### src/rtl/bp_pkg.sv
`default_nettype none
// ============================================================================
// Module      : bp_pkg
// Description : Shared types and constants for the branch-prediction
//               resolve path and the predictor update interface.
// Revision    : 1.0 - initial release
// ============================================================================
package bp_pkg;

    localparam int BP_XLEN     = 32;
    localparam int INSTR_BYTES = 4;

    typedef struct packed {
        logic [BP_XLEN-1:0] pc;
        logic               pred_taken;
        logic [BP_XLEN-1:0] pred_target;
    } bp_entry_t;

    typedef struct packed {
        logic               en;
        logic [BP_XLEN-1:0] pc;
        logic               taken;
    } bp_update_t;

endpackage
`default_nettype wire

### src/rtl/bp_inflight_fifo.sv
`default_nettype none
// ============================================================================
// Module      : bp_inflight_fifo
// Description : Circular FIFO of in-flight branch entries with a
//               synchronous clear that discards every entry at once.
// Revision    : 1.0 - initial release
// ============================================================================
module bp_inflight_fifo #(
    parameter int DEPTH = 8,
    parameter int WIDTH = 65
) (
    input  logic                     clk,
    input  logic                     rst,
    input  logic                     i_push,
    input  logic [WIDTH-1:0]         i_push_data,
    input  logic                     i_pop,
    input  logic                     i_clear,
    output logic [WIDTH-1:0]         o_pop_data,
    output logic                     o_full,
    output logic                     o_empty,
    output logic [$clog2(DEPTH):0]   o_count
);

    localparam int PTR_W = $clog2(DEPTH);
    localparam logic [PTR_W:0] C_FULL_COUNT = (PTR_W+1)'(DEPTH);

    logic [WIDTH-1:0] r_mem [DEPTH];
    logic [PTR_W-1:0] r_head;
    logic [PTR_W-1:0] r_tail;
    logic [PTR_W:0]   r_count;

    logic w_push_ok;
    logic w_pop_ok;

    assign o_full     = (r_count == C_FULL_COUNT);
    assign o_empty    = (r_count == '0);
    assign o_count    = r_count;
    assign o_pop_data = r_mem[r_head];

    assign w_push_ok  = i_push & ~o_full;
    assign w_pop_ok   = i_pop & ~o_empty;

    // DEPTH is a power of two, so the pointers wrap by natural overflow.
    always_ff @(posedge clk) begin
        if (rst || i_clear) begin
            r_head  <= '0;
            r_tail  <= '0;
            r_count <= '0;
        end else begin
            if (w_push_ok) r_tail <= r_tail + 1'b1;
            if (w_pop_ok)  r_head <= r_head + 1'b1;
            case ({w_push_ok, w_pop_ok})
                2'b10:   r_count <= r_count + 1'b1;
                2'b01:   r_count <= r_count - 1'b1;
                default: r_count <= r_count;
            endcase
        end
    end

    always_ff @(posedge clk) begin
        if (w_push_ok && !i_clear) r_mem[r_tail] <= i_push_data;
    end

endmodule
`default_nettype wire

### src/rtl/bp_resolve_unit.sv
`default_nettype none
// ============================================================================
// Module      : bp_resolve_unit
// Description : Pairs fetch-time predictions with EX outcomes, flags
//               mispredictions, drives predictor updates and statistics.
// Revision    : 1.0 - initial release
// ============================================================================
module bp_resolve_unit
    import bp_pkg::*;
#(
    parameter int DEPTH = 8,
    parameter int XLEN  = 32,
    parameter int CNT_W = 32
) (
    input  logic                     clk,
    input  logic                     rst,
    input  logic                     push_valid,
    input  logic [XLEN-1:0]          push_pc,
    input  logic                     push_pred_taken,
    input  logic [XLEN-1:0]          push_pred_target,
    output logic                     full,
    output logic                     empty,
    output logic [$clog2(DEPTH):0]   occupancy,
    input  logic                     res_valid,
    input  logic                     res_taken,
    input  logic [XLEN-1:0]          res_target,
    output logic                     upd_en,
    output logic [XLEN-1:0]          upd_pc,
    output logic                     upd_taken,
    output logic                     flush,
    output logic [XLEN-1:0]          redirect_pc,
    output logic [CNT_W-1:0]         branch_cnt,
    output logic [CNT_W-1:0]         mispred_cnt,
    output logic                     err_overflow,
    output logic                     err_underflow
);

    localparam int ENTRY_W = 2*XLEN + 1;

    logic [ENTRY_W-1:0] w_push_data;
    logic [ENTRY_W-1:0] w_head_data;
    logic [XLEN-1:0]    w_head_pc;
    logic               w_head_pred_taken;
    logic [XLEN-1:0]    w_head_pred_target;
    logic [XLEN-1:0]    w_fallthrough_pc;
    logic               w_resolve;
    logic               w_mispredict;
    logic               w_push_ok;

    logic               r_upd_en;
    logic [XLEN-1:0]    r_upd_pc;
    logic               r_upd_taken;
    logic               r_flush;
    logic [XLEN-1:0]    r_redirect_pc;
    logic [CNT_W-1:0]   r_branch_cnt;
    logic [CNT_W-1:0]   r_mispred_cnt;
    logic               r_err_overflow;
    logic               r_err_underflow;

    assign w_push_data        = {push_pc, push_pred_taken, push_pred_target};
    assign w_head_pc          = w_head_data[ENTRY_W-1 -: XLEN];
    assign w_head_pred_taken  = w_head_data[XLEN];
    assign w_head_pred_target = w_head_data[XLEN-1:0];
    assign w_fallthrough_pc   = w_head_pc + XLEN'(INSTR_BYTES);

    assign w_resolve    = res_valid & ~empty;
    assign w_mispredict = w_resolve &
                          ((w_head_pred_taken != res_taken) |
                           (res_taken & (w_head_pred_target != res_target)));
    // Anything fetched alongside a mispredict is wrong-path and is dropped.
    assign w_push_ok    = push_valid & ~full & ~w_mispredict;

    bp_inflight_fifo #(
        .DEPTH (DEPTH),
        .WIDTH (ENTRY_W)
    ) u_fifo (
        .clk         (clk),
        .rst         (rst),
        .i_push      (w_push_ok),
        .i_push_data (w_push_data),
        .i_pop       (w_resolve),
        .i_clear     (w_mispredict),
        .o_pop_data  (w_head_data),
        .o_full      (full),
        .o_empty     (empty),
        .o_count     (occupancy)
    );

    always_ff @(posedge clk) begin
        if (rst) begin
            r_upd_en        <= 1'b0;
            r_upd_pc        <= '0;
            r_upd_taken     <= 1'b0;
            r_flush         <= 1'b0;
            r_redirect_pc   <= '0;
            r_branch_cnt    <= '0;
            r_mispred_cnt   <= '0;
            r_err_overflow  <= 1'b0;
            r_err_underflow <= 1'b0;
        end else begin
            r_upd_en <= w_resolve;
            r_flush  <= w_mispredict;
            if (w_resolve) begin
                r_upd_pc    <= w_head_pc;
                r_upd_taken <= res_taken;
                if (r_branch_cnt != '1) r_branch_cnt <= r_branch_cnt + 1'b1;
            end
            if (w_mispredict) begin
                r_redirect_pc <= res_taken ? res_target : w_fallthrough_pc;
                if (r_mispred_cnt != '1) r_mispred_cnt <= r_mispred_cnt + 1'b1;
            end
            if (push_valid && full && !w_mispredict) r_err_overflow  <= 1'b1;
            if (res_valid && empty)                  r_err_underflow <= 1'b1;
        end
    end

    assign upd_en        = r_upd_en;
    assign upd_pc        = r_upd_pc;
    assign upd_taken     = r_upd_taken;
    assign flush         = r_flush;
    assign redirect_pc   = r_redirect_pc;
    assign branch_cnt    = r_branch_cnt;
    assign mispred_cnt   = r_mispred_cnt;
    assign err_overflow  = r_err_overflow;
    assign err_underflow = r_err_underflow;

endmodule
`default_nettype wire
### config.mk
export PLATFORM = sky130hd
export DESIGN_NAME = bp_resolve_unit
export DESIGN_NICKNAME = d
export VERILOG_FILES = /design/src/rtl/bp_pkg.sv /design/src/rtl/bp_inflight_fifo.sv /design/src/rtl/bp_resolve_unit.sv
export SDC_FILE = /design/constraint.sdc
export NUM_CORES = 1
export LEC_CHECK = 0
export ABC_CLOCK_PERIOD_IN_PS = 23100
export CORE_ASPECT_RATIO = 1.1
export CORE_MARGIN = 3
export CORE_UTILIZATION = 45
export CTS_CLUSTER_SIZE = 10
export DETAILED_ROUTE_END_ITERATION = 6
export DONT_BUFFER_PORTS = 1
export PLACE_DENSITY = 0.57
export SETUP_SLACK_MARGIN = 0.05
export SLEW_MARGIN = 10
export SYNTH_ARGS = -nofsm -noshare
export SYNTH_HDL_FRONTEND = slang
export SYNTH_HIERARCHICAL = 1
export SYNTH_SLANG_ARGS = --single-unit
### constraint.sdc
create_clock -name clk -period 23.1 [get_ports clk]
set_input_delay 3.465 -clock clk [delete_from_list [all_inputs] [get_ports clk]]
set_output_delay 3.465 -clock clk [all_outputs]
set_load 0.01 [all_outputs]
## Yosys cells after proc, flatten, opt, wreduce, memory -nomap -nowiden

Memory sizes are Yosys's and may differ from the RTL's. A register that Yosys moved wholly into a read port is not among the register bits.
Index checks and enable logic that the tools add are counted.

- Reduce and logical (&&, ||, !) cells: 10
- Bitwise operators: 11
- Eq/ne operators: 7
- Add/sub/neg operators: 7
- Mux-type cells: 6

Operator list:

| operator | count |
|---|---|
| $add 32x1->32 const B | 2 |
| $ne 32x32->1 const B | 2 |
| $add 32x3->32 const B | 1 |
| $mux 32 | 1 |
| $ne 32x32->1 | 1 |
| $pmux 4 s2 | 1 |
| $and 1x1->1 | 7 |
| $add 3x1->3 const B | 2 |
| $mux 3 | 2 |
| $add 4x1->4 const B | 1 |
| $eq 4x4->1 const B | 1 |
| $logic_and 1x1->1 | 4 |
| $logic_not 4->1 | 1 |
| $reduce_and 2->1 | 2 |
| $sub 4x1->4 const B | 1 |
| $not 1->1 | 3 |
| $eq 2x1->1 const B | 1 |
| $eq 2x2->1 const B | 1 |
| $mux 1 | 2 |
| $reduce_bool 2->1 | 1 |
| $logic_not 1->1 | 1 |
| $logic_or 1x1->1 | 1 |
| $ne 1x1->1 | 1 |
| $or 1x1->1 | 1 |

- Memories: 1
- Register bits: 143
- Logic and storage cells: 54
- Bits in writable memories: 520
- Output and inout bits: 139

Memory list:

| name | words | bits a word | read ports | clocked after Yosys merged registers in | wr ports | RTL line | RTL |
|---|---|---|---|---|---|---|---|
| u_fifo.r_mem | 8 | 65 | 1 | 1 | 1 | bp_inflight_fifo.sv:27 | `logic [WIDTH-1:0] r_mem [DEPTH];` |

## Logic depth before layout (Yosys ltp)

Gate-level depths: netlist of the first run.

- Word-level depth: 10
- Depth in mapped cells: 22
- Gate-level depth less buffers: 17

## By module

Netlist of the first run, hierarchy kept.

By module, submodules not included:

| module | instances | area each (um^2) | cells an instance |
|---|---|---|---|
| bp_inflight_fifo | 1 | 20166.8 | 828 |
| bp_resolve_unit | 1 | 6797.8 | 863 |

## Worst setup path before layout of the first run

No wires, ideal clock.

- Path kind: input port to flip-flop
- Start: input res_target[9]
- End: memory u_fifo.r_mem[4][0] (enable)
- Stages on the path: 11
- Setup slack: 10292 ps
- Data arrival time: 12137 ps
- Library setup time: 671 ps
- Required time: 22429 ps
- Cell sequence: xor2_1 or3_4 nor4_4 or2_1 buf_4 buf_2 nand2_1 nor2_1 nand2_1 or2_1 nor4b_1

- Word-level cells in the longest chain between the ends: 10

Ends and longest elaborated chain:

| what | RTL line | RTL |
|---|---|---|
| start, declared | bp_resolve_unit.sv:26 | `input logic [XLEN-1:0] res_target,` |
| $ne 32x32->1 | bp_resolve_unit.sv:69 | `(res_taken & (w_head_pred_target != res_target)));` |
| $and 1x1->1 | bp_resolve_unit.sv:69 |  |
| $or 1x1->1 | bp_resolve_unit.sv:68 | `((w_head_pred_taken != res_taken) \|` |
| $and 1x1->1 | bp_resolve_unit.sv:67 | `assign w_mispredict = w_resolve &` |
| $not 1->1 | bp_resolve_unit.sv:71 | `assign w_push_ok = push_valid & ~full & ~w_mispredict;` |
| $and 1x1->1 | bp_resolve_unit.sv:71 |  |
| named net w_push_ok | bp_resolve_unit.sv:48 | `logic w_push_ok;` |
| $and 1x1->1 | bp_inflight_fifo.sv:40 | `assign w_push_ok = i_push & ~o_full;` |
| $logic_and 1x1->1 | bp_inflight_fifo.sv:61 | `if (w_push_ok && !i_clear) r_mem[r_tail] <= i_push_data;` |
| $mux 1 | bp_inflight_fifo.sv:61 |  |
| $mux 1 (not written as such) | bp_inflight_fifo.sv:61 |  |
| end, declared | bp_inflight_fifo.sv:27 |  |

The timed path passes the listed nets, and every way through them passes these cells.

## Final worst setup path of the first run

- Start: input res_valid
- End: memory u_fifo.r_mem[6][61] (enable)

- Word-level cells in the longest chain between the ends: 8

Ends and longest elaborated chain:

| what | RTL line | RTL |
|---|---|---|
| start, declared | bp_resolve_unit.sv:24 | `input logic res_valid,` |
| $and 1x1->1 | bp_resolve_unit.sv:66 | `assign w_resolve = res_valid & ~empty;` |
| $and 1x1->1 | bp_resolve_unit.sv:67 |  |
| $not 1->1 | bp_resolve_unit.sv:71 |  |
| $and 1x1->1 | bp_resolve_unit.sv:71 |  |
| named net w_push_ok | bp_resolve_unit.sv:48 |  |
| $and 1x1->1 | bp_inflight_fifo.sv:40 |  |
| $logic_and 1x1->1 | bp_inflight_fifo.sv:61 |  |
| $mux 1 | bp_inflight_fifo.sv:61 |  |
| $mux 1 (not written as such) | bp_inflight_fifo.sv:61 |  |

The timed path passes the listed nets, and every way through them passes these cells.

==> results of run 1 <==
-- layout make-up --
cell class	count	area (µm²)	area share, %
clock buffers	136	2220	7.38
well taps	760	951	3.16
diodes	1	2.50	0.00832
repair buffers	23	173	0.574
inverters	22	83.8	0.279
flip-flops and latches	666	18500	61.7
multi-input cells	920	7970	26.5
clock inverters	10	138	0.457
-- power breakdown --
| part | leakage, nW | switching [mW] | internal [mW] |
|---|---|---|---|
| registers | 5.90 | 0.0615 | 1.39 |
| clock network | 1.12 | 0.470 | 0.665 |
| logic | 2.39 | 0.279 | 0.175 |
| total | 9.41 | 0.811 | 2.23 |
-- synthesized netlist by cell type, types with 5 or more instances --
cell type / n / area, µm²
sky130_fd_sc_hd__mux2_1: 8 / 90.1
sky130_fd_sc_hd__buf_6: 12 / 135
sky130_fd_sc_hd__edfxtp_1: 520 / 15600
sky130_fd_sc_hd__nor2b_1: 17 / 106
sky130_fd_sc_hd__xor2_1: 73 / 639
sky130_fd_sc_hd__dfxtp_1: 146 / 2920
sky130_fd_sc_hd__nor4b_1: 5 / 43.8
sky130_fd_sc_hd__nand2b_1: 6 / 37.5
sky130_fd_sc_hd__nor4_2: 5 / 62.6
sky130_fd_sc_hd__nor3_1: 11 / 55.1
sky130_fd_sc_hd__buf_1: 12 / 45.0
sky130_fd_sc_hd__nor4_1: 15 / 93.8
sky130_fd_sc_hd__inv_1: 19 / 71.3
sky130_fd_sc_hd__clkbuf_1: 43 / 161
sky130_fd_sc_hd__o21ai_0: 30 / 150
sky130_fd_sc_hd__mux4_2: 130 / 2930
sky130_fd_sc_hd__nor2_1: 115 / 432
sky130_fd_sc_hd__xnor2_1: 25 / 219
sky130_fd_sc_hd__a21oi_1: 70 / 350
sky130_fd_sc_hd__a22o_1: 8 / 70.1
sky130_fd_sc_hd__nand4_1: 37 / 231
sky130_fd_sc_hd__mux2i_1: 7 / 70.1
sky130_fd_sc_hd__nand2_1: 165 / 619
sky130_fd_sc_hd__nand3_1: 40 / 200
sky130_fd_sc_hd__mux2_2: 72 / 811
sky130_fd_sc_hd__and3_1: 10 / 62.6
sky130_fd_sc_hd__buf_2: 12 / 60.1
sky130_fd_sc_hd__or3_1: 8 / 50.1
sky130_fd_sc_hd__ha_1: 8 / 100
-- layout by cell type, fill, tap and decap left out, types with 37 or more instances in the layout --
cell type / n
sky130_fd_sc_hd__dfxtp_1: 143
sky130_fd_sc_hd__mux2_2: 72
sky130_fd_sc_hd__a21oi_1: 70
sky130_fd_sc_hd__nand3_1: 40
sky130_fd_sc_hd__xor2_1: 73
sky130_fd_sc_hd__mux4_2: 130
sky130_fd_sc_hd__nand2_1: 165
sky130_fd_sc_hd__nor2_1: 113
sky130_fd_sc_hd__clkbuf_16: 79
sky130_fd_sc_hd__edfxtp_1: 520
sky130_fd_sc_hd__nand4_1: 37
sky130_fd_sc_hd__clkbuf_1: 54
-- how the worst max path moves through the flow --
stage / start / slack (ns) / end / cells past startpoint
final: res_valid / 15.06 / u_fifo/r_mem[6][61]$_DFFE_PP_ / 11
after global routing: res_valid / 14.70 / u_fifo/r_mem[6][61]$_DFFE_PP_ / 11
after CTS: res_valid / 15.02 / u_fifo/r_mem[6][59]$_DFFE_PP_ / 11
after detailed placement: res_valid / 14.37 / u_fifo/r_mem[6][59]$_DFFE_PP_ / 11
after global placement: res_valid / 14.52 / u_fifo/r_mem[6][39]$_DFFE_PP_ / 11
after floorplan: res_target[9] / 10.29 / u_fifo/r_mem[4][0]$_DFFE_PP_ / 11
-- per-stage QoR --
step                      cell area, µm²  hold WS, ns
after floorplan                    27000        0.462
after global placement             27700        0.479
after detailed placement           27700        0.489
after CTS                          30100        0.497
after global routing               30100        0.518
final                              30100        0.495
-- sequential cells by signal, summed over array words and instances (netlist names), named ones only --
signal	cells
err_overflow	1
u_fifo/o_count	4
upd_taken	1
u_fifo/r_mem	520
u_fifo/r_tail	3
err_underflow	1
redirect_pc	32
flush	1
upd_en	1
branch_cnt	32
mispred_cnt	32
upd_pc	32
u_fifo/r_head	3
-- routing by layer --
metal / global-route usage [%] / vias up / wire, µm
li1: - / 6529 / -
met1: 27.2 / 7457 / 26900
met2: 36.0 / 418 / 33600
met3: 6.92 / 102 / 5750
met4: 6.46 / 0 / 1580
met5: 0 / - / 0
-- cells by family after synthesis --
logic type,count (synthesis),share of synthesized area [%]
AO/OA/AOI/OAI,135,2.97
XOR/XNOR,98,3.18
adder cells (fa/ha/maj),9,0.445
buffers and inverters,105,1.91
flip-flops,666,68.7
multiplexers,217,14.5
AND/OR/NAND/NOR,461,8.28
-- worst max-delay path, cell delays in order --
cell and delay [ns]:
sky130_fd_sc_hd__nand2b_2 0.67, sky130_fd_sc_hd__clkinv_2 0.89, sky130_fd_sc_hd__o21ai_1 0.45, sky130_fd_sc_hd__or2_1 0.16, sky130_fd_sc_hd__buf_4 0.30, sky130_fd_sc_hd__nand2_1 0.09, sky130_fd_sc_hd__nor2_1 0.20, sky130_fd_sc_hd__nand2_1 0.16
sky130_fd_sc_hd__or2_1 0.35, sky130_fd_sc_hd__nor2_4 0.70, sky130_fd_sc_hd__buf_4 0.74
==> tab_implementation.tex, run 1 <==
\begin{tabular}{lr}
\hline
Metric & Value \\
\hline
\multicolumn{2}{l}{\textbf{Status}} \\
Outcome & completed \\
\multicolumn{2}{l}{\textbf{Power}} \\
PwrDens & 101 mW/mm² \\
Leakage power & 9.41 nW \\
Total Power & 3.04 mW \\
VDD IR-drop max & 71.2 µV \\
\multicolumn{2}{l}{\textbf{Floorplanning}} \\
Ports & 241 \\
Area of the core region & 0.0589 mm² \\
Die Height & 263 µm \\
\# rows & 93 \\
Chip width & 239 µm \\
Initial core utilization & 45.8\% \\
Floorplan die area & 0.0629 mm² \\
\multicolumn{2}{l}{\textbf{CTS}} \\
Deepest clock path buffer count & 3 \\
Latest clock arrival within the worst-skew pair & 0.61 ns \\
Number of hold-repair buffers added at the cts stage & 0 \\
Inserted Clock Buffers & 78 \\
Clock-pin slew of the registers on the worst-case setup and hold paths & 0.05 ns \\
Clock Sink Count & 666 \\
Depth of the CTS H-tree & 3 \\
Number of gates resized after cts & 0 \\
Setup Fix Bufs, Post-CTS & 0 \\
CTS tree & yes \\
Buffer type at the clock tree root & sky130\_fd\_sc\_hd\_\_clkbuf\_16 \\
\multicolumn{2}{l}{\textbf{Setup path}} \\
Crit-path max FO & 44 \\
Sort of element at the end of the critical path & flip-flop \\
Reg-to-Reg End & u\_fifo/r\_mem[6][61]\$\_DFFE\_PP\_ \\
Worst EP arrival & 8.27 ns \\
Register-to-register setup slack & 15.52 ns \\
Setup CP Type & in2reg \\
Worst setup SP type & input pin \\
CP Data Required Time & 23.33 ns \\
Worst-case reg-to-reg path depth & 16 \\
\multicolumn{2}{l}{\textbf{Finish}} \\
Area growth from synthesis to layout & 11.6\% \\
Layout Nets & 1,822 \\
Post-layout utilization of the core & 51.1\% \\
Share of layout cells above drive strength 1 & 19.8\% \\
Count of placed standard cells in the final layout, fillers left out & 2,538 \\
Fillcell total & 4,898 \\
\multicolumn{2}{l}{\textbf{Hold path}} \\
Hold Crit Start & redirect\_pc[15]\$\_SDFFE\_PP0P\_ \\
Class of the worst hold path & reg2reg \\
Cells on Worst Hold Path & 2 \\
Hold Path Sink & redirect\_pc[15]\$\_SDFFE\_PP0P\_ \\
\multicolumn{2}{l}{\textbf{Logic synthesis}} \\
Per-instance average area after synthesis & 15.9 µm² \\
Count of flip-flops with a built-in enable after synthesis & 520 \\
Synthesis-stage register bit count & 666 \\
Post-synth ARST share & 0\% \\
Top flip-flop cell by instance count after synthesis & sky130\_fd\_sc\_hd\_\_edfxtp\_1 \\
Post-synthesis instance total & 1,691 \\
Number of nets in the synthesized netlist & 1,802 \\
Share of the yosys chip area belonging to registers & 68.7\% \\
Number of warnings issued by yosys & 6 \\
Count of different cell masters after synthesis & 63 \\
Post-synthesis instance area & 0.0270 mm² \\
\multicolumn{2}{l}{\textbf{STA}} \\
Post-route fraction of the period consumed by the critical path & 34.8\% \\
RSZ-0062 raised after global routing & no \\
Hold violation count in the final report & 0 \\
Worst Clk Skew & 0.0147 ns \\
Final TNS setup & 0 ns \\
Actual slew at the worst max-slew pin & 1.02 ns \\
Shortest clock period the worst path allows after layout & 8.04 ns \\
Max Clock Freq & 124 MHz \\
Least setup slack across all paths after layout & 15.06 ns \\
Max-slew headroom at the worst pin & 31.9\% \\
Final setup vio count & 0 \\
Number of max-slew violations in the final report & 0 \\
\multicolumn{2}{l}{\textbf{Global routing}} \\
Maximum number of pins on one net before global-route repair & 146 \\
Global-route wire length before repair & 100 mm \\
Number of global-route vias before repair & 14,900 \\
Global-route total usage across every layer & 21.6\% \\
Global route overflow & 0 \\
Antenna violations before repair & 0 \\
\multicolumn{2}{l}{\textbf{Drt}} \\
DRC violation count after routing & 0 \\
Aggregate routed wire length & 67.8 mm \\
Total vias in the final route & 14,500 \\
Final ANT Viol Nets & 0 \\
Mean routed wirelength per cell & 26.7 µm \\
Count of TritonRoute iterations in the first routing pass & 5 \\
Detailed router's first-iteration violation count & 1,103 \\
Post-DR vias/cell & 5.72 \\
\multicolumn{2}{l}{\textbf{Placed design}} \\
RD Place Congestion & 0.842 \\
Total half-perimeter wirelength after legalization and detailed placement & 44.3 mm \\
I/O Buffers & 0 \\
Setup slack after placement & 14.37 ns \\
DP Cell Count & 2,391 \\
\multicolumn{2}{l}{\textbf{Job}} \\
Max\_cap viols & 0 \\
\hline
\end{tabular}
(Power assumes the default switching activity.)
==> run 2: changes to the inputs <==
- ABC_CLOCK_PERIOD_IN_PS: 23100 -> 6900
- PLACE_DENSITY: 0.57 -> 0.59
- clock period: 23.1 -> 6.9 ns (I/O delays scaled with it)
==> run 2 against run 1 <==
Compared with the run above:
- count of clock-buffer cells in the layout did not move
- via count rose by 1.4%
- combinational power rose to 3.5 times the previous value
- setup slack got worse by 13 ns
- largest cell class unchanged
==> tab_implementation.tex, run 2 (synthesis gave the netlist of run 1 again) <==
\begin{tabular}{lr}
\hline
Metric & Value \\
\hline
\multicolumn{2}{l}{\textbf{STA}} \\
Hold violation count in the final report & 0 (unchanged) \\
Shortest clock period the worst path allows after layout & 5.30 ns \\
Least setup slack across all paths after layout & 1.60 ns (was 15.06 ns) \\
RSZ-0062 raised after global routing & no (unchanged) \\
Final setup vio count & 0 (unchanged) \\
Worst-case hold slack & 0.496 ns (was 0.495 ns) \\
Post-route fraction of the period consumed by the critical path & 76.8\% \\
Worst Clk Skew & 0.0154 ns (was 0.0147 ns) \\
Actual slew at the worst max-slew pin & 1.21 ns (was 1.02 ns) \\
Max-slew headroom at the worst pin & 19.5\% (was 31.9\%) \\
Max Clock Freq & 189 MHz \\
Number of max-slew violations in the final report & 0 (unchanged) \\
\multicolumn{2}{l}{\textbf{Drt}} \\
Final ANT Viol Nets & 0 (unchanged) \\
Detailed router's first-iteration violation count & 1,179 (was 1,103) \\
Count of TritonRoute iterations in the first routing pass & 5 (unchanged) \\
Total vias in the final route & 14,700 (was 14,500) \\
Aggregate routed wire length & 68.2 mm (was 67.8 mm) \\
Post-DR vias/cell & 5.80 (was 5.72) \\
Mean routed wirelength per cell & 26.9 µm (was 26.7 µm) \\
DRC violation count after routing & 0 (unchanged) \\
\multicolumn{2}{l}{\textbf{Floorplanning}} \\
Die Height & 263 µm (unchanged) \\
\# rows & 93 (unchanged) \\
Floorplan die area & 0.0629 mm² (unchanged) \\
Ports & 241 (unchanged) \\
Area of the core region & 0.0589 mm² (unchanged) \\
Chip width & 239 µm (unchanged) \\
Initial core utilization & 45.8\% (unchanged) \\
\multicolumn{2}{l}{\textbf{Setup path}} \\
Crit-path max FO & 75 (was 44) \\
CP Data Required Time & 7.17 ns (was 23.33 ns) \\
Gate family responsible for the most delay along the worst path & simple AND/OR/NAND/NOR gates (unchanged) \\
Worst EP arrival & 5.57 ns (was 8.27 ns) \\
Sort of element at the end of the critical path & flip-flop (unchanged) \\
Worst setup SP type & flip-flop (was input pin) \\
Delay contributed by the slowest stage of the critical path & 1.08 ns (was 0.89 ns) \\
Ordered cell list for the critical path & mux4\_2 -> mux2\_2 -> xor2\_1 -> nor4\_1 -> nand4\_1 -> nor4\_4 -> or2\_1 -> buf\_4 -> inv\_2 -> nand3b\_1 -> nor2\_4 -> buf\_12 (was nand2b\_2 -> clkinv\_2 -> o21ai\_1 -> or2\_1 -> buf\_4 -> nand2\_1 -> nor2\_1 -> nand2\_1 -> or2\_1 -> nor2\_4 -> buf\_4) \\
Slowest CP cell & sky130\_fd\_sc\_hd\_\_dfxtp\_4 (was sky130\_fd\_sc\_hd\_\_clkinv\_2) \\
Bufs and invs on worst path & 3 (unchanged) \\
Setup CP Type & reg2reg (was in2reg) \\
\multicolumn{2}{l}{\textbf{Placed design}} \\
Total half-perimeter wirelength after legalization and detailed placement & 44.2 mm (was 44.3 mm) \\
Post-detailed-placement cell area & 0.0279 mm² (was 0.0277 mm²) \\
Setup slack after placement & 1.50 ns (was 14.37 ns) \\
I/O Buffers & 0 (unchanged) \\
RD Place Congestion & 0.805 (was 0.842) \\
\multicolumn{2}{l}{\textbf{Power}} \\
Int Pwr & 7.45 mW (was 2.23 mW) \\
VDD IR-drop max & 224 µV (was 71.2 µV) \\
Clock share of power & 36.5\% (was 37.3\%) \\
Part of the total power dissipated in combinational logic & 15.6\% (was 14.9\%) \\
Switching pwr & 2.70 mW (was 0.811 mW) \\
Switching share of power & 26.6\% (about the same) \\
Sequential fraction of design power & 47.9\% (was 47.7\%) \\
Leakage power & 9.42 nW (was 9.41 nW) \\
PwrDens & 336 mW/mm² (was 101 mW/mm²) \\
Total Power & 10.1 mW (was 3.04 mW) \\
\multicolumn{2}{l}{\textbf{Finish}} \\
Antenna cells & 0 (was 1) \\
Largest register by flop count & u\_fifo/r\_mem (unchanged) \\
Area growth from synthesis to layout & 11.9\% (was 11.6\%) \\
Reg area & 0.0185 mm² (unchanged) \\
Most common library cell in the layout ignoring fill and taps & sky130\_fd\_sc\_hd\_\_edfxtp\_1 (unchanged) \\
Largest register FFs & 520 (unchanged) \\
Most used cells in the layout excluding fill and tap cells & sky130\_fd\_sc\_hd\_\_edfxtp\_1, sky130\_fd\_sc\_hd\_\_nand2\_1, sky130\_fd\_sc\_hd\_\_dfxtp\_1 (unchanged) \\
Layout Nets & 1,826 (was 1,822) \\
Fillcell total & 4,852 (was 4,898) \\
Multi-input combinational cell area & 0.00802 mm² (was 0.00797 mm²) \\
Share of layout cells above drive strength 1 & 19.8\% (about the same) \\
Final instance area & 0.0302 mm² (was 0.0301 mm²) \\
\multicolumn{2}{l}{\textbf{CTS}} \\
Number of gates resized after cts & 0 (unchanged) \\
CTS tree & yes (unchanged) \\
Buffer type at the clock tree root & sky130\_fd\_sc\_hd\_\_clkbuf\_16 (unchanged) \\
Clock Sink Count & 666 (unchanged) \\
Clock-pin slew of the registers on the worst-case setup and hold paths & 0.06 ns (was 0.05 ns) \\
Number of hold-repair buffers added at the cts stage & 0 (unchanged) \\
Latest clock arrival within the worst-skew pair & 0.61 ns (about the same) \\
Setup Fix Bufs, Post-CTS & 0 (unchanged) \\
Inserted Clock Buffers & 77 (was 78) \\
Depth of the CTS H-tree & 3 (unchanged) \\
Deepest clock path buffer count & 3 (unchanged) \\
\multicolumn{2}{l}{\textbf{Status}} \\
Outcome & completed (unchanged) \\
\multicolumn{2}{l}{\textbf{Global routing}} \\
Global-route total usage across every layer & 21.8\% (was 21.6\%) \\
Maximum number of pins on one net before global-route repair & 146 (unchanged) \\
Number of global-route vias before repair & 15,100 (was 14,900) \\
Antenna violations before repair & 0 (unchanged) \\
Global-route wire length before repair & 101 mm (was 100 mm) \\
Global route overflow & 0 (unchanged) \\
\multicolumn{2}{l}{\textbf{Job}} \\
Max\_cap viols & 0 (unchanged) \\
\multicolumn{2}{l}{\textbf{Hold path}} \\
Class of the worst hold path & reg2reg (unchanged) \\
\hline
\end{tabular}
-- run 2: worst paths after layout --
path	endpoint	slack (ns)	start	cells after the start
worst max-delay path	u_fifo/r_mem[6][41]$_DFFE_PP_	1.60	flip-flop	12
worst min-delay path	u_fifo/r_tail[0]$_SDFFE_PP0P_	0.50	u_fifo/r_tail[0]$_SDFFE_PP0P_	2
worst max register to register	u_fifo/r_mem[6][41]$_DFFE_PP_	1.60	flip-flop	12
worst min register to register	u_fifo/r_tail[0]$_SDFFE_PP0P_	0.50	u_fifo/r_tail[0]$_SDFFE_PP0P_	2
-- run 2: cell type report --
class / count / share of cell area, %
timing repair buffer: 28 / 0.987
clock inverter: 5 / 0.158
sequential: 666 / 61.5
inverter: 22 / 0.278
tap: 760 / 3.15
multi-input combinational: 920 / 26.6
clock buffer: 136 / 7.40
-- run 2: per-layer routing --
metal | global-route usage [%] | routed length, µm
met1 | 27.5 | 26400
met4 | 7.16 | 1900
met2 | 36.2 | 33600
met5 | 0 | 0
met3 | 6.64 | 6380
-- run 2: power groups by stage --
stage	combinational (mW)	clock (mW)	sequential, mW
2_1_floorplan	1.13	0	4.89
3_3_place_gp	1.58	0	4.93
3_5_place_dp	1.60	0	4.94
4_1_cts	1.61	3.79	4.86
5_1_grt	1.70	3.97	4.89
6_report	1.59	3.70	4.86
-- run 2: through the flow --
step / cells / util [%] / setup TNS (ns)
after floorplan: 1691 / - / -139.63
after global placement: 2396 / 47.4 / 0
after detailed placement: 2396 / 47.4 / 0
after CTS: 2537 / 51.3 / 0
after global routing: 2537 / 51.3 / 0
final: 2537 / 51.3 / 0
-- run 2: tightest hold or removal path: stages, from the launching register on --
cell and delay (ns):
sky130_fd_sc_hd__dfxtp_1 0.33, sky130_fd_sc_hd__nand2_1 0.06, sky130_fd_sc_hd__a21oi_1 0.05
==> run 3: changes to the inputs <==
- ABC_CLOCK_PERIOD_IN_PS: 6900 -> 4300
- clock period: 6.9 -> 4.3 ns (I/O delays scaled with it)
==> run 3 against run 2 <==
Compared with the run above:
- register-to-register slack worse by 1.6 ns
- non-clock buffer count is 97 higher
- die area stayed put
- clock power is 57% higher
- combinational power is 79% higher
- via count is 2.8% higher
- highest routed layer unchanged
- critical path depth is 4 higher
- count of clock-buffer cells in the layout is 9 lower
- critical path type unchanged
- final cell count is 3.5% higher
- clock skew is 0.018 ns higher
- total power is 62% higher
- wire length is 2.9% higher
==> tab_implementation.tex, run 3 (synthesis gave the netlist of run 1 again) <==
\begin{tabular}{lr}
\hline
Metric & Value \\
\hline
\multicolumn{2}{l}{\textbf{Status}} \\
Outcome & completed (unchanged) \\
\multicolumn{2}{l}{\textbf{Finish}} \\
Most used cells in the layout excluding fill and tap cells & sky130\_fd\_sc\_hd\_\_edfxtp\_1, sky130\_fd\_sc\_hd\_\_nand2\_1, sky130\_fd\_sc\_hd\_\_dfxtp\_1 (unchanged) \\
Antenna cells & 0 (unchanged) \\
Share of layout cells above drive strength 1 & 24.6\% (was 19.8\%) \\
Post-layout utilization of the core & 53.4\% (was 51.3\%) \\
Largest register FFs & 520 (unchanged) \\
Largest register by flop count & u\_fifo/r\_mem (unchanged) \\
Most common library cell in the layout ignoring fill and taps & sky130\_fd\_sc\_hd\_\_edfxtp\_1 (unchanged) \\
Area growth from synthesis to layout & 16.6\% (was 11.9\%) \\
Count of placed standard cells in the final layout, fillers left out & 2,627 (was 2,537) \\
Layout Nets & 1,923 (was 1,826) \\
\multicolumn{2}{l}{\textbf{Power}} \\
Switching share of power & 26.3\% (was 26.6\%) \\
Clock share of power & 35.3\% (was 36.5\%) \\
Part of the total power dissipated in combinational logic & 17.3\% (was 15.6\%) \\
VDD IR-drop max & 293 µV (was 224 µV) \\
Leakage power & 10.0 nW (was 9.42 nW) \\
PwrDens & 523 mW/mm² (was 336 mW/mm²) \\
Int Pwr & 12.1 mW (was 7.45 mW) \\
Sequential fraction of design power & 47.3\% (was 47.9\%) \\
Switching pwr & 4.33 mW (was 2.70 mW) \\
Total Power & 16.5 mW (was 10.1 mW) \\
\multicolumn{2}{l}{\textbf{CTS}} \\
Clock-pin slew of the registers on the worst-case setup and hold paths & 0.06 ns (about the same) \\
Deepest clock path buffer count & 3 (unchanged) \\
Depth of the CTS H-tree & 3 (unchanged) \\
Inserted Clock Buffers & 77 (unchanged) \\
Clock Sink Count & 666 (unchanged) \\
Buffer type at the clock tree root & sky130\_fd\_sc\_hd\_\_clkbuf\_16 (unchanged) \\
CTS tree & yes (unchanged) \\
Latest clock arrival within the worst-skew pair & 0.61 ns (about the same) \\
\multicolumn{2}{l}{\textbf{Drt}} \\
Aggregate routed wire length & 70.2 mm (was 68.2 mm) \\
Count of TritonRoute iterations in the first routing pass & 5 (unchanged) \\
Final ANT Viol Nets & 0 (unchanged) \\
Post-DR vias/cell & 5.75 (was 5.80) \\
Total vias in the final route & 15,100 (was 14,700) \\
DRC violation count after routing & 0 (unchanged) \\
Mean routed wirelength per cell & 26.7 µm (was 26.9 µm) \\
Detailed router's first-iteration violation count & 1,163 (was 1,179) \\
\multicolumn{2}{l}{\textbf{Setup path}} \\
CP Data Required Time & 4.60 ns (was 7.17 ns) \\
Register-to-register setup slack & 0.02 ns (was 1.60 ns) \\
Reg-to-Reg End & u\_fifo/r\_mem[2][38]\$\_DFFE\_PP\_ (was u\_fifo/r\_mem[6][41]\$\_DFFE\_PP\_) \\
Setup CP Type & reg2reg (unchanged) \\
Worst-case reg-to-reg path depth & 16 (was 12) \\
Crit-path max FO & 15 (was 75) \\
Worst Setup EP & u\_fifo/r\_mem[2][38]\$\_DFFE\_PP\_ (was u\_fifo/r\_mem[6][41]\$\_DFFE\_PP\_) \\
Worst EP arrival & 4.58 ns (was 5.57 ns) \\
Worst setup SP type & flip-flop (unchanged) \\
Sort of element at the end of the critical path & flip-flop (unchanged) \\
\multicolumn{2}{l}{\textbf{Placed design}} \\
I/O Buffers & 0 (unchanged) \\
DP Cell Count & 2,475 (was 2,396) \\
RD Place Congestion & 0.848 (was 0.805) \\
Total half-perimeter wirelength after legalization and detailed placement & 48.5 mm (was 44.2 mm) \\
Setup slack after placement & -0.102 ns (was 1.50 ns) \\
\multicolumn{2}{l}{\textbf{Floorplanning}} \\
Chip width & 239 µm (unchanged) \\
Floorplan die area & 0.0629 mm² (unchanged) \\
Die Height & 263 µm (unchanged) \\
\# rows & 93 (unchanged) \\
Ports & 241 (unchanged) \\
Initial core utilization & 45.8\% (unchanged) \\
Area of the core region & 0.0589 mm² (unchanged) \\
\multicolumn{2}{l}{\textbf{Job}} \\
Max\_cap viols & 0 (unchanged) \\
\multicolumn{2}{l}{\textbf{STA}} \\
Post-route fraction of the period consumed by the critical path & 99.6\% (was 76.8\%) \\
Least setup slack across all paths after layout & 0.0183 ns (was 1.60 ns) \\
Max-slew headroom at the worst pin & 49.4\% (was 19.5\%) \\
Worst Clk Skew & 0.0331 ns (was 0.0154 ns) \\
Final setup vio count & 0 (unchanged) \\
Shortest clock period the worst path allows after layout & 4.28 ns (was 5.30 ns) \\
Actual slew at the worst max-slew pin & 0.752 ns (was 1.21 ns) \\
Hold violation count in the final report & 0 (unchanged) \\
RSZ-0062 raised after global routing & yes (was no) \\
Worst-case hold slack & 0.124 ns (was 0.496 ns) \\
Max Clock Freq & 234 MHz (was 189 MHz) \\
Number of max-slew violations in the final report & 0 (unchanged) \\
\multicolumn{2}{l}{\textbf{Global routing}} \\
Global-route total usage across every layer & 22.3\% (was 21.8\%) \\
Global route overflow & 0 (unchanged) \\
Antenna violations before repair & 0 (unchanged) \\
Global-route wire length before repair & 104 mm (was 101 mm) \\
Maximum number of pins on one net before global-route repair & 146 (unchanged) \\
Number of global-route vias before repair & 15,400 (was 15,100) \\
\multicolumn{2}{l}{\textbf{Hold path}} \\
Class of the worst hold path & in2reg (was reg2reg) \\
\hline
\end{tabular}
run 3: cell types whose count changed in the layout (fill, tap and decap cells not counted), sizes merged:
cell and delta:
clkinv +1, inv +1, buf +96, clkbuf -8
run 3: how the worst min path moves through the flow:
| stage | from | end | slack, ns | depth (start not counted) |
|---|---|---|---|---|
| 4_1_cts | rst | upd_pc[27]$_SDFFE_PP0P_ | 0.09 | 1 |
| 6_report | rst | upd_pc[19]$_SDFFE_PP0P_ | 0.12 | 1 |
| 3_5_place_dp | u_fifo/r_tail[0]$_SDFFE_PP0P_ | u_fifo/r_tail[0]$_SDFFE_PP0P_ | 0.49 | 2 |
| 2_1_floorplan | u_fifo/r_tail[0]$_SDFFE_PP0P_ | u_fifo/r_tail[0]$_SDFFE_PP0P_ | 0.47 | 2 |
| 5_1_grt | rst | upd_pc[18]$_SDFFE_PP0P_ | 0.09 | 1 |
| 3_3_place_gp | u_fifo/r_tail[0]$_SDFFE_PP0P_ | u_fifo/r_tail[0]$_SDFFE_PP0P_ | 0.48 | 2 |
run 3: power by group through the flow:
| stage | combinational (mW) | clock, mW | sequential [mW] |
|---|---|---|---|
| global placement | 2.75 | 0 | 7.90 |
| global route | 3.07 | 6.23 | 7.83 |
| CTS | 2.83 | 5.96 | 7.79 |
| finish | 2.85 | 5.82 | 7.79 |
| detailed placement | 2.77 | 0 | 7.92 |
| floorplan | 1.90 | 0 | 7.83 |
run 3: cell type report:
class / count / area (µm²)
Multi-Input combinational cell: 920 / 8100
Tap cell: 760 / 951
Timing Repair Buffer: 125 / 1570
Sequential cell: 666 / 18500
Clock inverter: 7 / 61.3
Fill cell: 4725 / 27400
Inverter: 22 / 83.8
Clock buffer: 127 / 2140
run 3: through the flow:
step / cell area [µm²] / setup TNS (ns)
finish: 31400 / 0
global route: 31400 / -7.74
CTS: 31300 / 0
detailed placement: 29000 / -24.37
global placement: 29000 / -9.34
floorplan: 27200 / -749.39
run 3: worst max-delay path, stage by stage (launching register included):
cell                      delay (ns)
sky130_fd_sc_hd__dfxtp_4        0.43
sky130_fd_sc_hd__buf_12         0.17
sky130_fd_sc_hd__mux4_2         0.49
sky130_fd_sc_hd__mux2_4         0.32
sky130_fd_sc_hd__xor2_2         0.15
sky130_fd_sc_hd__nor4_1         0.33
sky130_fd_sc_hd__nand4_1        0.19
sky130_fd_sc_hd__nor4_4         0.40
sky130_fd_sc_hd__or2_4          0.21
sky130_fd_sc_hd__nand2_4        0.05
sky130_fd_sc_hd__nor2_4         0.10
sky130_fd_sc_hd__nand2_2        0.09
sky130_fd_sc_hd__or2_4          0.31
sky130_fd_sc_hd__nor4b_4        0.26
sky130_fd_sc_hd__buf_4          0.17
sky130_fd_sc_hd__buf_6          0.11
sky130_fd_sc_hd__buf_12         0.16
run 3: repair_timing:
item	in CTS	in global routing
cloned	1	1
hold buffers	0	0
endpoints found under the setup margin	521	512
gates resized for setup	10	16
setup buffers	5	11
pin swaps	6	10
run 3: per-layer routing:
| metal | vias to the layer above | global-route usage [%] | part of all wire, % |
|---|---|---|---|
| li1 | 6719 | - | - |
| met1 | 7767 | 28.7 | 40 |
| met2 | 532 | 36.1 | 48 |
| met3 | 100 | 7.69 | 9.5 |
| met4 | 0 | 6.44 | 2.3 |
| met5 | - | 0 | 0 |
